`src/rtl/dm_pkg.sv`:
```
// Shared data-memory definitions: store/load mode codes, the load-unit
// state encoding and small helpers used by the load path.
package dm_pkg;

  // Store modes consumed by the byte-enable decoder
  localparam logic [2:0] ST_NONE = 3'd0;
  localparam logic [2:0] ST_W    = 3'd1;
  localparam logic [2:0] ST_H    = 3'd2;
  localparam logic [2:0] ST_B    = 3'd3;

  // Load modes; anything above LD_B behaves like LD_NONE
  localparam logic [3:0] LD_NONE = 4'd0;
  localparam logic [3:0] LD_W    = 4'd1;
  localparam logic [3:0] LD_HU   = 4'd2;
  localparam logic [3:0] LD_H    = 4'd3;
  localparam logic [3:0] LD_BU   = 4'd4;
  localparam logic [3:0] LD_B    = 4'd5;

  typedef enum logic [1:0] {
    DMLU_IDLE,
    DMLU_WAIT,
    DMLU_DONE,
    DMLU_ERR
  } dmlu_state_t;

  // True for the five modes that actually perform a load
  function automatic logic isLoadMode(input logic [3:0] mode);
    return (mode >= LD_W) && (mode <= LD_B);
  endfunction

  // Words need a zero offset, halfwords an even offset, bytes never fault
  function automatic logic isUnalignedLoad(input logic [3:0] mode, input logic [1:0] off);
    logic bad;
    bad = 1'b0;
    if (mode == LD_W)
      bad = (off != 2'b00);
    else if ((mode == LD_H) || (mode == LD_HU))
      bad = off[0];
    return bad;
  endfunction

endpackage

```
`src/rtl/dm_load_ext.sv`:
```
// Little-endian lane select plus zero/sign extension of a returned word.
module dm_load_ext
  import dm_pkg::*;
(
  input  logic [3:0]  i_Mode,
  input  logic [1:0]  i_Off,
  input  logic [31:0] i_Word,
  output logic [31:0] o_Data
);

  logic [7:0]  w_byte;
  logic [15:0] w_half;

  // Pick the addressed lane and extend it according to the load mode
  always_comb begin
    w_byte = i_Word[{i_Off, 3'b000} +: 8];
    w_half = i_Off[1] ? i_Word[31:16] : i_Word[15:0];
    case (i_Mode)
      LD_W:    o_Data = i_Word;
      LD_HU:   o_Data = {16'h0000, w_half};
      LD_H:    o_Data = {{16{w_half[15]}}, w_half};
      LD_BU:   o_Data = {24'h000000, w_byte};
      LD_B:    o_Data = {{24{w_byte[7]}}, w_byte};
      default: o_Data = 32'h0000_0000;
    endcase
  end

endmodule

```
`src/rtl/dm_load_unit.sv`:
```
// MEM-stage load unit: issues a word-aligned bus read, waits for a
// variable-latency acknowledge (with timeout) and returns the extended
// result, or flags AdEL / bus error for the exception logic.
module dm_load_unit
  import dm_pkg::*;
#(
  parameter int TIMEOUT = 16
) (
  input  logic        clk,
  input  logic        reset,
  input  logic        DMLU_i_Req,
  input  logic [31:0] DMLU_i_Addr,
  input  logic [3:0]  DMLU_i_Mode,
  output logic        DMLU_o_Busy,
  output logic        DMLU_o_BusReq,
  output logic [31:0] DMLU_o_BusAddr,
  input  logic        DMLU_i_BusAck,
  input  logic [31:0] DMLU_i_BusRData,
  output logic        DMLU_o_Valid,
  output logic [31:0] DMLU_o_Data,
  output logic        DMLU_o_AdEL,
  output logic        DMLU_o_BusErr
);

  localparam logic [7:0] CntLast = 8'(TIMEOUT - 1);

  dmlu_state_t r_state;
  logic [7:0]  r_cnt;
  logic [3:0]  r_mode;
  logic [1:0]  r_off;
  logic        r_busReq;
  logic [31:0] r_busAddr;
  logic        r_valid;
  logic [31:0] r_data;
  logic        r_adel;
  logic        r_busErr;
  logic [31:0] w_ext;

  dm_load_ext u_ext (
    .i_Mode (r_mode),
    .i_Off  (r_off),
    .i_Word (DMLU_i_BusRData),
    .o_Data (w_ext)
  );

  // Load FSM; result pulses default low so each lasts exactly one cycle
  always_ff @(posedge clk) begin
    if (reset) begin
      r_state   <= DMLU_IDLE;
      r_cnt     <= 8'd0;
      r_mode    <= LD_NONE;
      r_off     <= 2'b00;
      r_busReq  <= 1'b0;
      r_busAddr <= 32'h0000_0000;
      r_valid   <= 1'b0;
      r_data    <= 32'h0000_0000;
      r_adel    <= 1'b0;
      r_busErr  <= 1'b0;
    end else begin
      r_valid  <= 1'b0;
      r_data   <= 32'h0000_0000;
      r_adel   <= 1'b0;
      r_busErr <= 1'b0;
      case (r_state)
        DMLU_IDLE: begin
          if (DMLU_i_Req && isLoadMode(DMLU_i_Mode)) begin
            r_mode    <= DMLU_i_Mode;
            r_off     <= DMLU_i_Addr[1:0];
            r_busAddr <= {DMLU_i_Addr[31:2], 2'b00};
            if (isUnalignedLoad(DMLU_i_Mode, DMLU_i_Addr[1:0])) begin
              r_state <= DMLU_ERR;
              r_adel  <= 1'b1;
            end else begin
              r_state  <= DMLU_WAIT;
              r_busReq <= 1'b1;
              r_cnt    <= 8'd0;
            end
          end
        end
        DMLU_WAIT: begin
          if (DMLU_i_BusAck) begin
            r_state  <= DMLU_DONE;
            r_busReq <= 1'b0;
            r_valid  <= 1'b1;
            r_data   <= w_ext;
          end else if (r_cnt == CntLast) begin
            r_state  <= DMLU_DONE;
            r_busReq <= 1'b0;
            r_busErr <= 1'b1;
          end else begin
            r_cnt <= r_cnt + 8'd1;
          end
        end
        DMLU_DONE: r_state <= DMLU_IDLE;
        DMLU_ERR:  r_state <= DMLU_IDLE;
        default:   r_state <= DMLU_IDLE;
      endcase
    end
  end

  assign DMLU_o_Busy    = (r_state != DMLU_IDLE);
  assign DMLU_o_BusReq  = r_busReq;
  assign DMLU_o_BusAddr = r_busAddr;
  assign DMLU_o_Valid   = r_valid;
  assign DMLU_o_Data    = r_data;
  assign DMLU_o_AdEL    = r_adel;
  assign DMLU_o_BusErr  = r_busErr;

endmodule
```
`config.mk`:
```
export PLATFORM = sky130hd
export DESIGN_NAME = dm_load_unit
export DESIGN_NICKNAME = d
export VERILOG_FILES = /design/src/rtl/dm_pkg.sv /design/src/rtl/dm_load_ext.sv /design/src/rtl/dm_load_unit.sv
export SDC_FILE = /design/constraint.sdc
export NUM_CORES = 1
export LEC_CHECK = 0
export CAP_MARGIN = 20
export CORE_MARGIN = 5
export CORE_UTILIZATION = 37
export CTS_CLUSTER_DIAMETER = 40
export DETAILED_ROUTE_END_ITERATION = 6
export PLACE_DENSITY = 0.73
export SKIP_CTS_REPAIR_TIMING = 1
export SYNTH_ARGS = -nofsm -noshare
export SYNTH_HDL_FRONTEND = slang
export SYNTH_SLANG_ARGS = --single-unit
```
`constraint.sdc`:
```
create_clock -name clk -period 2.6 [get_ports clk]
set_input_delay 0.52 -clock clk [delete_from_list [all_inputs] [get_ports clk]]
set_output_delay 0.52 -clock clk [all_outputs]
set_load 0.03 [all_outputs]
```
**Word-level counts from Yosys, hierarchy flattened**

Index checks and enable logic that the tools add are counted.

- Add/subtract/negate cells: 1
- Order comparisons: 2
- Reductions and logical operators: 16
- Bitwise gates (word level): 4
- Equal/unequal tests: 17
- Mux-type cells: 25
- Shift-type cells: 1

Operator list:

| cell | count |
|---|---|
| one-hot mux 32 bit (5 select lines) | 1 |
| 2-to-1 mux 8 bit | 4 |
| variable part select 32 x 6 -> 8 bit | 1 |
| equality test 4 x 2 -> 1 bit, second input constant | 4 |
| 2-to-1 mux 16 bit | 1 |
| one-hot mux 8 bit (2 select lines) | 1 |
| 2-to-1 mux 1 bit | 12 |
| OR reduction 3 bit | 3 |
| adder 8 x 1 -> 8 bit, second input constant | 1 |
| equality test 4 x 1 -> 1 bit, second input constant | 2 |
| equality test 4 x 3 -> 1 bit, second input constant | 2 |
| equality test 8 x 4 -> 1 bit, second input constant | 1 |
| 2-to-1 mux 2 bit | 4 |
| inequality test 2 bit, second input constant | 4 |
| one-hot mux 2 bit (3 select lines) | 1 |
| nonzero test 2 bit | 3 |
| AND reduction 5 bit | 1 |
| equality test 2 bit, second input constant | 2 |
| greater-or-equal comparator 4 x 1 -> 1 bit, second input constant | 1 |
| <= comparator 4 x 3 -> 1 bit, second input constant | 1 |
| NOT 1 bit | 4 |
| AND reduction 2 bit | 2 |
| AND reduction 4 bit | 1 |
| OR reduction 2 bit | 2 |
| other kinds (6) | 7 |

- Output and inout bits: 69
- Bits of input ports: 72
- Register bits: 82

**Logic depth before layout (Yosys ltp)**

Gate-level depths: netlist (run 1).

- Depth after elaboration: 10
- Gate-level depth with buffers: 6

**Cells and area by module**

From an unflattened synthesis (run 1), not the netlist that was laid out.

- Cell total of the unflattened synthesis: 397
- Area total of the unflattened synthesis: 3528.4 µm²

Modules (own cells, without submodules):

| module | cells an instance | area an instance (µm²) | times used |
|---|---|---|---|
| dm_load_unit | 297 | 2780.2 | 1 |
| dm_load_ext | 100 | 748.2 | 1 |

**Worst setup path after synthesis (run 1)**

OpenSTA, ideal clock, no wires.

- Kind: in2reg
- Start point: input reset
- End point: register r_data[21], in the netlist DMLU_o_Data[21]
- Path buffers: 2
- Arrival: 1.574 ns
- Path slack: 0.893 ns
- Library setup time: 0.132 ns
- Stages: 6
- Path through: clkbuf_1 -> and4bb_2 -> and2_1 -> nand2_1 -> clkbuf_1 -> a21oi_1

- Cells in the longest elaborated chain, start to end: 1

RTL lines:

| item | RTL line | RTL |
|---|---|---|
| start: declaration | dm_load_unit.sv:10 | `input logic reset,` |
| OR reduction 3 bit (no source line) | -- |  |
| end signal: assignment | dm_load_unit.sv:85 | `r_data <= w_ext;` |
| end: declaration | dm_load_unit.sv:34 | `logic [31:0] r_data;` |

No other way between the ends.
A chain may end at the register's enable or synchronous reset.

**Final worst setup path (run 1)**

- Start point: register r_state[0]
- End point: output DMLU_o_Busy

- Cells in the longest elaborated chain, start to end: 1

RTL lines:

| item | RTL line | RTL |
|---|---|---|
| start: declaration | dm_load_unit.sv:27 | `dmlu_state_t r_state;` |
| start signal: assignment | dm_load_unit.sv:49 | `r_state <= DMLU_IDLE;` |
| start signal: assignment | dm_load_unit.sv:71 | `r_state <= DMLU_ERR;` |
| start signal: assignment | dm_load_unit.sv:74 | `r_state <= DMLU_WAIT;` |
| nonzero test 2 bit | dm_load_unit.sv:101 | `assign DMLU_o_Busy = (r_state != DMLU_IDLE);` |
| end: declaration | dm_load_unit.sv:14 | `output logic DMLU_o_Busy,` |

No other way between the ends.

==> flow_metrics.py, run 1 <==
metrics = {
    "outcome": {
        "outcome": "complete, no violations",
    },
    "sta": {
        "worst_pin_slew_ns": 0.674,
        "drv_slew": 0,
        "fmax_ghz": 0.474,
        "slew-limit-headroom": 0.551,
        "final.setup.tns_ns": 0,
        "fin_worst_skew_ns": 0.0152,
        "hold_ws_ns": 0.455,
        "setup_viol": 0,
        "min_period_over_period": 0.811,
        "final_hold_viol_count": 0,
        "rsz0062_at_grt": "no",
        "fin_crit_ns": 2.11,
    },
    "clock_tree": {
        "ctsHtreeMaxLevel": 3,
        "numCtsBuffers": 9,
        "clk_latency_ns": 0.35,
        "clockBufferDepth": 2,
        "root_buffer": "clkbuf_8",
        "tritoncts": "done",
        "cts.sink_count": 82,
        "clk_pin_slew_ns": 0.09,
    },
    "synth": {
        "synth_cells": 381,
        "postSynthAreaPerCell_um2": 8.69,
        "syn-cell-area_mm2": 0.00331,
        "yosys.area.top_type": "dfxtp_1",
        "synth.top_cell.area_share": 0.496,
        "synth_edf_count": 0,
        "ys_ff_latch": 82,
        "ys_warn_count": 0,
        "async_reset_ff_frac": 0,
        "synth_cell_type_count": 45,
        "synth_area_leaders": "dfxtp_1 50%, nand2_1 10%, a21oi_1 10%",
        "synth_flop_cell": "dfxtp_1",
        "ys_seq_area_frac": 0.496,
    },
    "detailed_routing": {
        "ant_nets": 0,
        "drtIter0Drc": 157,
        "wire_per_inst_um": 16.0,
        "drt_wl_total_um": 9980,
        "routed_via_density": 5.18,
        "drtPass1Iterations": 7,
        "drc_errors": 0,
        "vias": 3238,
    },
    "die": {
        "start_util": 0.380,
        "die_h_um": 105,
        "num_rows": 34,
        "io_pins": 141,
        "die_x_um": 105,
        "fp.dieArea_mm2": 0.0109,
        "core_mm2": 0.00872,
    },
    "global_route": {
        "grt.total_usage": 0.179,
        "antenna_found_initial": 0,
        "grt_max_degree": 42,
        "overflow": 0,
        "first_global_vias": 3180,
        "grt_pass1_wl_um": 16100,
    },
    "setup_path": {
        "cp-start-kind": "register",
        "critPathRequiredTime_ns": 2.08,
        "criticalPathCategory": "register to output pin",
        "critPathArrivalTime_ns": 1.59,
        "cp_max_fo": 7,
        "endpoint_kind": "output pin",
    },
    "worst_hold_path": {
        "min_path_type": "register to register",
    },
    "final_layout": {
        "postLayoutCoreUtil": 0.572,
        "syn_to_final_growth_pct": 50.6,
        "final_common_cell": "clkdlybuf4s50_1",
        "multi_input_area_mm2": 0.00153,
        "mostFrequentLayoutCells": "138 x clkdlybuf4s50_1, 92 x nand2_1, 82 x dfxtp_1",
        "antennaDiodeCount": 0,
        "nNetsFinal": 585,
        "drive_gt1_frac": 0.0928,
        "fill_cells": 776,
        "seq_area_mm2": 0.00164,
    },
    "place": {
        "dpl.hpwl_um": 7380,
        "port_buffers": 138,
        "place_congestion": 0.843,
    },
    "pwr": {
        "vdd_drop_max_uv": 303,
        "p_leak_nw": 1.69,
        "pwr_density_cell_mw_per_mm2": 539,
    },
    "job": {
        "drv_cap": 0,
    },
}
## flip-flops by register name, summed over array words and instances (netlist names)
signal	flops
r_mode	4
r_cnt	8
DMLU_o_Data	32
DMLU_o_Valid	1
DMLU_o_BusReq	1
DMLU_o_AdEL	1
DMLU_o_BusErr	1
DMLU_o_BusAddr	30
r_state	2
r_off	2
## worst max-delay path, cell delays in order (launching register included)
cell	delay, ns
dfxtp_1	0.41
nor2_1	0.11
inv_1	0.06
clkdlybuf4s50_1	0.68
## report_power, final
part	switching, W	leakage (nW)	internal, W
combinational	0.000180	0.924	0.000193
sequential	0.0000205	0.663	0.00128
clock	0.000470	0.103	0.000543
## routing by layer
layer	global-route usage	share of wire	up-vias
met4	0.0685	0.016	0
met3	0.0678	0.099	15
li1	-	-	1576
met1	0.209	0.42	1490
met2	0.297	0.46	157
met5	0	0	-
## kinds of logic after synthesis
kind of cell / synth area share
compound gates: 0.178
buf+inv: 0.0438
mux: 0.0612
fa+ha+maj: 0.00378
other cells: 0.00113
xor+xnor: 0.0106
simple gates: 0.206
flops: 0.496
## cell type report
cell class | count | share of cell area
sequential | 82 | 0.329
multi-input combinational | 268 | 0.308
timing repair buffer | 146 | 0.289
tap | 108 | 0.0271
clock buffer | 10 | 0.0256
clock inverter | 6 | 0.0178
inverter | 5 | 0.00376
## worst paths after layout
check,startpoint,to,slack (ns),depth (start not counted)
worst max-delay path,r_state[0]$_SDFFE_PP0P_,DMLU_o_Busy,0.49,3
worst min-delay path,DMLU_o_BusAddr[20]$_SDFFE_PP0P_,DMLU_o_BusAddr[20]$_SDFFE_PP0P_,0.46,2
worst min register to register,DMLU_o_BusAddr[20]$_SDFFE_PP0P_,DMLU_o_BusAddr[20]$_SDFFE_PP0P_,0.46,2
worst max register to register,r_mode[2]$_SDFFE_PP0P_,DMLU_o_Data[2]$_SDFF_PP0_,0.65,4
## cells in the mapped netlist, types with 3 or more instances
| cell | instances |
|---|---|
| clkbuf_1 | 15 |
| mux2_2 | 16 |
| buf_2 | 8 |
| nor3_1 | 4 |
| and3_1 | 3 |
| nand3_1 | 6 |
| o31ai_1 | 3 |
| inv_1 | 5 |
| nand2b_1 | 4 |
| nor2b_1 | 3 |
| dfxtp_1 | 82 |
| nand2_1 | 92 |
| a22oi_1 | 9 |
| a21oi_1 | 67 |
| o21ai_0 | 3 |
| nor2_1 | 14 |
| or3_1 | 4 |
| a222oi_1 | 7 |
| xnor2_1 | 3 |
## through the flow
stage | setup WS, ns | cells | power (W) | instance area (µm²)
floorplan | 0.893 | 382 | 0.00151 | 3320
finish | 0.490 | 625 | 0.00269 | 4990
CTS | 0.477 | 625 | 0.00271 | 4990
global placement | 0.326 | 609 | 0.00170 | 4770
global route | 0.405 | 625 | 0.00278 | 4990
detailed placement | 0.276 | 609 | 0.00170 | 4770
Note: power is estimated with default switching activity, not from simulation.
==> inputs of run 2 (changes only) <==
- PLACE_DENSITY: 0.73 -> 0.76
- clock period: 2.6 -> 1.91 ns (I/O delays scaled with it)
==> run 2 against run 1 <==
- die area stayed put
- non-clock buffer count increased by 19
- sequential power increased by 36%
- register-to-register slack lost 0.41 ns
- routed wire length is 1.9% higher
- via count grew 3.2%
- critical endpoint is now DMLU_o_BusAddr[30]
- highest routed layer unchanged
==> flow_metrics.py, run 2 (synthesis gave the netlist of run 1 again) <==
metrics = {
    "sta": {
        "worst_pin_slew_ns": 1.10,
        "fmax_ghz": 0.554,
        "rsz0062_at_grt": "no",
        "drv_slew": 0,
        "final.setup.tns_ns": 0,
        "fin_worst_skew_ns": 0.0103,
        "setup_viol": 0,
        "fin_crit_ns": 1.81,
        "final_hold_viol_count": 0,
        "min_period_over_period": 0.945,
        "slew-limit-headroom": 0.262,
    },
    "setup_path": {
        "cp-start-kind": "register",
        "endpoint_kind": "output pin",
        "cpPeakStageDelay_ns": 0.72,
        "cp_max_fo": 2,
        "critPathRequiredTime_ns": 1.53,
        "path_delay_family": "buffers and inverters",
        "path_cells": "clkdlybuf4s50_1",
        "critPathArrivalTime_ns": 1.42,
        "path_buf_inv": 1,
        "critPathSlowestCell": "clkdlybuf4s50_1",
        "criticalPathCategory": "register to output pin",
    },
    "clock_tree": {
        "cts.sink_count": 82,
        "ctsHtreeMaxLevel": 3,
        "numCtsBuffers": 9,
        "clk_pin_slew_ns": 0.09,
        "tritoncts": "done",
        "clockBufferDepth": 2,
        "root_buffer": "clkbuf_8",
        "clk_latency_ns": 0.35,
    },
    "place": {
        "port_buffers": 138,
        "place_inst": 628,
        "place_congestion": 0.875,
        "dpl.hpwl_um": 7500,
    },
    "final_layout": {
        "final_common_cell": "clkdlybuf4s50_1",
        "instances_no_fill": 644,
        "antennaDiodeCount": 0,
        "drive_gt1_frac": 0.127,
        "nNetsFinal": 604,
        "largest_reg_flops": 32,
        "mostFrequentLayoutCells": "137 x clkdlybuf4s50_1, 92 x nand2_1, 82 x dfxtp_1",
        "syn_to_final_growth_pct": 56.9,
    },
    "pwr": {
        "p_clk_frac": 0.380,
        "p_comb_frac": 0.146,
        "p_int_w": 0.00282,
        "power.net_switching_w": 0.000918,
        "pwr_density_cell_mw_per_mm2": 719,
        "power.share.sequential": 0.473,
        "vdd_drop_max_uv": 548,
        "switching_share": 0.246,
        "p_leak_nw": 1.82,
    },
    "die": {
        "num_rows": 34,
        "die_x_um": 105,
        "die_h_um": 105,
        "io_pins": 141,
        "start_util": 0.380,
        "fp.dieArea_mm2": 0.0109,
        "core_mm2": 0.00872,
    },
    "detailed_routing": {
        "drtPass1Iterations": 4,
        "wire_per_inst_um": 15.8,
        "drtIter0Drc": 189,
        "routed_via_density": 5.19,
        "ant_nets": 0,
        "vias": 3340,
        "drt_wl_total_um": 10200,
        "drc_errors": 0,
    },
    "worst_hold_path": {
        "min_path_type": "register to register",
    },
    "global_route": {
        "grt_pass1_wl_um": 16500,
        "grt.total_usage": 0.182,
        "overflow": 0,
        "antenna_found_initial": 0,
        "grt_max_degree": 42,
        "first_global_vias": 3327,
    },
    "outcome": {
        "outcome": "complete, no violations",
    },
    "job": {
        "drv_cap": 0,
    },
}
run 2: cell count changes in the layout (fill, tap and decap cells not counted):
| cell | change |
|---|---|
| dlymetal6s2s_1 | +1 |
| clkdlybuf4s50_1 | -1 |
| clkinvlp_4 | -1 |
| buf_12 | +4 |
| o31ai_1 | -1 |
| clkbuf_8 | +1 |
| buf_4 | +15 |
| o31ai_2 | +1 |
| inv_6 | +1 |
| clkinv_2 | -1 |
run 2: layer usage:
metal | part of all wire | track usage | up-vias | wire length, µm
met1 | 0.42 | 0.218 | 1554 | 4240
met5 | 0 | 0 | - | 0
met2 | 0.47 | 0.295 | 152 | 4770
met3 | 0.096 | 0.0795 | 16 | 977
met4 | 0.018 | 0.0612 | 0 | 187
li1 | - | - | 1618 | -
run 2: area by class of cell:
class | count | area [µm²]
fill | 772 | 3520
clock buffer | 11 | 141
inverter | 5 | 18.8
clock inverter | 5 | 85.1
multi-input combinational | 268 | 1540
tap | 108 | 135
timing repair buffer | 165 | 1640
sequential | 82 | 1640
run 2: worst paths after layout:
kind | from | to | slack, ns | cells past startpoint
min reg2reg | DMLU_o_BusAddr[13]$_SDFFE_PP0P_ | DMLU_o_BusAddr[13]$_SDFFE_PP0P_ | 0.46 | 2
max | DMLU_o_BusAddr[30]$_SDFFE_PP0P_ | DMLU_o_BusAddr[30] | 0.10 | 1
max reg2reg | r_mode[1]$_SDFFE_PP0P_ | DMLU_o_Data[0]$_SDFF_PP0_ | 0.24 | 5
min | DMLU_o_BusAddr[13]$_SDFFE_PP0P_ | DMLU_o_BusAddr[13]$_SDFFE_PP0P_ | 0.46 | 2
run 2: power groups by stage:
stage | registers [W] | clock network (W) | logic, W
final | 0.00177 | 0.00142 | 0.000546
after global routing | 0.00177 | 0.00155 | 0.000584
after CTS | 0.00177 | 0.00145 | 0.000547
after detailed placement | 0.00181 | 0 | 0.000542
after global placement | 0.00181 | 0 | 0.000535
after floorplan | 0.00186 | 0 | 0.000190
run 2: through the flow:
stage                      util  total power (W)  cell area [µm²]  worst slack (ns)  hold WS, ns
after floorplan               -          0.00205             3320             0.216        0.459
after global placement    0.570          0.00234             4970           -0.0947        0.441
after detailed placement  0.570          0.00235             4970            -0.148        0.448
after CTS                 0.596          0.00377             5190           -0.0809        0.457
after global routing      0.596          0.00391             5200            0.0405        0.482
final                     0.596          0.00373             5200             0.104        0.455
